===== config.mk =====
export PLATFORM = sky130hd
export DESIGN_NAME = sd_resp_rx
export DESIGN_NICKNAME = d
export VERILOG_FILES = /design/src/rtl/sd_resp_rx.sv
export SDC_FILE = /design/constraint.sdc
export NUM_CORES = 1
export LEC_CHECK = 0
export CAP_MARGIN = 20
export CORE_AREA = 2 2 104 106
export CTS_CLUSTER_SIZE = 16
export DETAILED_ROUTE_END_ITERATION = 8
export DIE_AREA = 0 0 106 108
export DONT_BUFFER_PORTS = 1
export HOLD_SLACK_MARGIN = 0.06
export MAX_ROUTING_LAYER = met4
export PLACE_DENSITY_LB_ADDON = 0.2
export SYNTH_ARGS = -nofsm -noshare
export SYNTH_HDL_FRONTEND = slang
export SYNTH_SLANG_ARGS = --single-unit

===== constraint.sdc =====
create_clock -name clock -period 2.3 [get_ports clock]
set_clock_uncertainty 0.05 [all_clocks]
set_input_delay 0.46 -clock clock [delete_from_list [all_inputs] [get_ports clock]]
set_output_delay 0.46 -clock clock [all_outputs]
set_load 0.01 [all_outputs]

===== src/rtl/sd_resp_rx.sv =====
// -----------------------------------------------------------------------------
// sd_resp_rx
//
// SPI-mode SD card response receiver. It shares the SD bit clock with the
// command sender. After `start` it waits for the first 0 bit on MISO. It then
// shifts in an R1 (8-bit) or R3/R7 (40-bit) response MSB-first. When reception
// ends (or the wait times out) it raises a one-cycle `done` pulse.
//
// Optional feature macro: SD_RESP_TIMEOUT_EN
//   defined   - a wait counter bounds the idle period to MAX_WAIT samples, and
//               `timeout` reports expiry.
//   undefined - WAIT lasts until a 0 arrives, `start`, or reset. `timeout` is
//               tied low.
//
// Parameters:
//   MAX_WAIT   idle (1) samples tolerated in WAIT before timeout, 1..255
//
// Ports:
//   clock      in   SD bit clock, all sampling on the rising edge
//   reset      in   asynchronous active-low reset
//   SDin       in   card data-out (MISO), idles high
//   start      in   single-cycle arm pulse; has priority in every state
//   long_resp  in   sampled with start: 0 = 8-bit R1, 1 = 40-bit R3/R7
//   busy       out  high while waiting for or shifting a response
//   done       out  one-cycle pulse at end of reception or timeout
//   timeout    out  sticky timeout flag, cleared by start or reset
//   r1         out  first received byte (R1 status)
//   response   out  full response, right-aligned (short ones in [7:0])
// -----------------------------------------------------------------------------
module sd_resp_rx #(
    parameter int unsigned MAX_WAIT = 64
) (
    input  logic        clock,
    input  logic        reset,
    input  logic        SDin,
    input  logic        start,
    input  logic        long_resp,
    output logic        busy,
    output logic        done,
    output logic        timeout,
    output logic [7:0]  r1,
    output logic [39:0] response
);

    localparam logic [1:0] S_IDLE  = 2'd0;
    localparam logic [1:0] S_WAIT  = 2'd1;
    localparam logic [1:0] S_SHIFT = 2'd2;

    // The wait counter is 8 bits wide, so the limit must fit in it.
    if (MAX_WAIT < 1 || MAX_WAIT > 255) begin : g_bad_max_wait
        $error("sd_resp_rx: MAX_WAIT must be within 1..255");
    end

    logic [1:0]  r_state;
    logic        r_long;
    logic [5:0]  r_bitcnt;
    logic        r_done;
    logic [7:0]  r_r1;
    logic [39:0] r_resp;

    logic [39:0] w_resp_shift;
    logic        w_last_bit;
    logic        w_r1_bit;

    assign w_resp_shift = {r_resp[38:0], SDin};
    // The bit counter counts down from 8 or 40. Counter value 1 means this edge
    // samples the final bit.
    assign w_last_bit   = (r_bitcnt == 6'd1);
    // The 8th received bit arrives when 33 (long) or 1 (short) bits remain.
    assign w_r1_bit     = (r_bitcnt == (r_long ? 6'd33 : 6'd1));

`ifdef SD_RESP_TIMEOUT_EN
    localparam logic [7:0] LP_MAX_WAIT = 8'(MAX_WAIT);

    logic [7:0] r_waitcnt;
    logic       r_timeout;
    logic [7:0] w_wait_inc;
    logic       w_wait_expire;

    assign w_wait_inc    = r_waitcnt + 8'd1;
    assign w_wait_expire = (w_wait_inc == LP_MAX_WAIT);
`endif

    always_ff @(posedge clock or negedge reset) begin
        if (!reset) begin
            r_state   <= S_IDLE;
            r_long    <= 1'b0;
            r_bitcnt  <= 6'd0;
            r_done    <= 1'b0;
            r_r1      <= 8'h00;
            r_resp    <= 40'h0;
`ifdef SD_RESP_TIMEOUT_EN
            r_waitcnt <= 8'd0;
            r_timeout <= 1'b0;
`endif
        end else begin
            r_done <= 1'b0;
            if (start) begin
                // A restart discards any frame in flight, including one whose
                // final bit lands on this very edge. The SDin sample is ignored.
                r_state   <= S_WAIT;
                r_long    <= long_resp;
                r_bitcnt  <= long_resp ? 6'd40 : 6'd8;
                r_r1      <= 8'h00;
                r_resp    <= 40'h0;
`ifdef SD_RESP_TIMEOUT_EN
                r_waitcnt <= 8'd0;
                r_timeout <= 1'b0;
`endif
            end else begin
                case (r_state)
                    S_WAIT: begin
                        if (!SDin) begin
                            // The first 0 is the response MSB and counts as data.
                            r_resp   <= w_resp_shift;
                            r_bitcnt <= r_bitcnt - 6'd1;
                            r_state  <= S_SHIFT;
                        end
`ifdef SD_RESP_TIMEOUT_EN
                        else begin
                            // The counter stops at MAX_WAIT because WAIT is left
                            // on the same edge it gets there.
                            r_waitcnt <= w_wait_inc;
                            if (w_wait_expire) begin
                                r_state   <= S_IDLE;
                                r_timeout <= 1'b1;
                                r_done    <= 1'b1;
                                r_r1      <= 8'hFF;
                                r_resp    <= r_long ? 40'hFF_FFFF_FFFF : 40'h00_0000_00FF;
                            end
                        end
`endif
                    end
                    S_SHIFT: begin
                        r_resp   <= w_resp_shift;
                        r_bitcnt <= r_bitcnt - 6'd1;
                        if (w_r1_bit) begin
                            r_r1 <= w_resp_shift[7:0];
                        end
                        if (w_last_bit) begin
                            r_state <= S_IDLE;
                            r_done  <= 1'b1;
                        end
                    end
                    S_IDLE: begin
                    end
                    default: begin
                        r_state <= S_IDLE;
                    end
                endcase
            end
        end
    end

    assign busy     = (r_state == S_WAIT) || (r_state == S_SHIFT);
    assign done     = r_done;
    assign r1       = r_r1;
    assign response = r_resp;
`ifdef SD_RESP_TIMEOUT_EN
    assign timeout  = r_timeout;
`else
    assign timeout  = 1'b0;
`endif

endmodule


==> results.cfg <==
[floorplan]
fp.dieH_um = 108
io_pins = 56
start_util = 0.247
die_area_um2 = 11400
die_w_um = 106
coreArea_um2 = 10200
rows = 37

[cells_and_area]
layout-drive-gt1-share = 0.102
layout_commonest_cell = nand2_1
fillers = 1083
multi_input_area_um2 = 965
area_delta_synth_final_pct = 12.8
nNetsFinal = 271
antenna_cells = 0
mostFrequentLayoutCells = 80 x nand2_1, 58 x dfrtp_1, 44 x a21oi_1
final_area_um2 = 2850
final_cells = 402
regArea_um2 = 1450

[place]
place_area_um2 = 2620
io_buffers = 0
place_inst = 383
hpwlAfterDp_um = 3630
gp_congestion = 0.677

[outcome]
status = complete, no violations

[setup_path]
cp-start-kind = flip-flop
slowest_stage = nor2_2
cp_cell_sequence = inv_1 > ha_1 > nor2b_4 > nor2_2 > xnor2_1 > nor2_1
rrSetupSlack_ps = 220
cp_max_fo = 20
path_class = reg -> reg
slowest_delay_ps = 760
crit_path_end_kind = flip-flop
path_buf_inv = 1
arrival_ps = 2250
crit_family = simple AND/OR/NAND/NOR gates
critPathRequiredTime_ps = 2470

[routing]
drtIter0Drc = 80
viasPerCell = 4.35
drc_errors = 0
drt_pass1_iterations = 4
routedWlPerCell_um = 15.6
routed_wl_um = 6280
route.vias.total = 1748
drtAntennaViolNets = 0

[clocking]
cts_root_buffer = clkbuf_8
numClockSinks = 58
clockBufferDepth = 2
numCtsBuffers = 9
cts_setup_buffers = 0
cts.repair.resized = 0
clk_latency_ps = 330
cts_max_level = 3
cts_tree = done
clkSlewWorstSetupHoldPaths_ps = 70

[global_route]
top_usage_layer = met2
met1_usage = 0.149
groute.layer.met3.usage = 0.0494
use_met2 = 0.161
overflow = 0
antenna_found_initial = 0
grt_max_degree = 60
grt_usage = 0.117
first_global_vias = 1722
grt_pass1_wl_um = 9760

[hold_path]
hold_class = in -> reg

[synth]
ys_types = 27
yosysSeqAreaShare = 0.575
synth_area_leader_cell = dfrtp_1
async_flop_share = 1.00
syn_avg_cell_area_um2 = 9.67
synthTopCellsByArea = dfrtp_1 58%, nand2_1 12%, a21oi_1 8.7%
yosysWarnings = 0
synth_top_flop_cell = dfrtp_1
syn_nets = 271
yosys.area.top_type_share = 0.575
synth_cells = 261
synth.ff_latch_count = 58
netlist_area_um2 = 2520
synth_edf_count = 0

[timing]
tns_ps = 0
slew_violations = 0
hold_viol_final = 0
max_freq_mhz = 481
rsz0062_at_grt = false
max_slew_margin = 0.355
worst_slew_pin_slew_ps = 966
fin_crit_ps = 2080
setup_violations = 0
finalCritPeriodShare = 0.904

[pwr]
p_leak_nw = 1.23
power_density_nw_per_um2 = 933
peakVddDrop_mv = 0.278

[job]
maxCapViolCount = 0
==> registers in the layout, indices dropped and copies added (netlist names) <==
register  flops
r_bitcnt      6
response     40
r1            8
r_state       2
r_long        1
done          1
==> cell usage after synthesis (2+ instances only) <==
cell type	number
o21ai_2	2
nor2b_4	2
o211ai_1	3
o21ai_0	4
nor2_1	16
buf_4	2
ha_1	5
nand2_1	80
buf_6	4
mux2i_1	8
a21oi_1	44
xor2_1	3
or2_1	2
inv_1	6
xnor2_1	3
dfrtp_1	58
clkbuf_1	9
==> cells by family after synthesis <==
kind of cell    count (synthesis)  synth area share
fa+ha+maj                       5            0.0248
mux                             8            0.0317
buf+inv                        22            0.0481
xor+xnor                        6            0.0208
other cells                     1           0.00149
simple gates                  106             0.179
flops                          58             0.575
compound gates                 55             0.119
==> layout make-up <==
| class | count | share of cell area |
|---|---|---|
| Sequential cell | 58 | 0.510 |
| Multi-Input combinational cell | 182 | 0.339 |
| Tap cell | 136 | 0.0598 |
| Clock buffer | 10 | 0.0448 |
| Clock inverter | 6 | 0.0202 |
| Timing Repair Buffer | 4 | 0.0185 |
| Inverter | 6 | 0.00791 |
==> worst paths after layout <==
path,startpoint,end,cells past startpoint
min reg2reg,r_long$_DFFE_PN0P_,r_long$_DFFE_PN0P_,2
max in group asynchronous,reset,response[7]$_DFFE_PN0P_,2
max,r_state[1]$_DFFE_PN0P_,r_bitcnt[0]$_DFFE_PN0P_,6
min in group asynchronous,reset,response[17]$_DFFE_PN0P_,2
max reg2reg,r_state[1]$_DFFE_PN0P_,r_bitcnt[0]$_DFFE_PN0P_,6
min,start,response[13]$_DFFE_PN0P_,1
==> per-stage QoR <==
step                      hold WS (ps)  total power (W)  worst slack, ps  utilization
final                              140          0.00265              220        0.278
after global routing               104          0.00283             3.69        0.278
after CTS                          115          0.00268              207        0.278
after detailed placement           118          0.00172              231        0.256
after global placement             118          0.00171              261        0.256
after floorplan                    114          0.00164              685            -
==> routing by layer <==
layer  part of all wire  wire length [um]  up-vias
met5                  0                 0        -
met4              0.015                92        0
met3              0.058               363        5
met2               0.45              2800       42
met1               0.48              3020      858
li1                   -                 -      843
==> where the power goes <==
group	switching [W]	internal [W]
sequential	0.0000540	0.00107
clock	0.000416	0.000493
combinational	0.000429	0.000189
total	0.000899	0.00176
==> what timing repair did <==
item                       4_1_cts  5_1_grt
hold buffers                     2        0
hold endpoints to repair        58        0
setup endpoints to repair        0        2
Power figures use the tool's default switching activity.
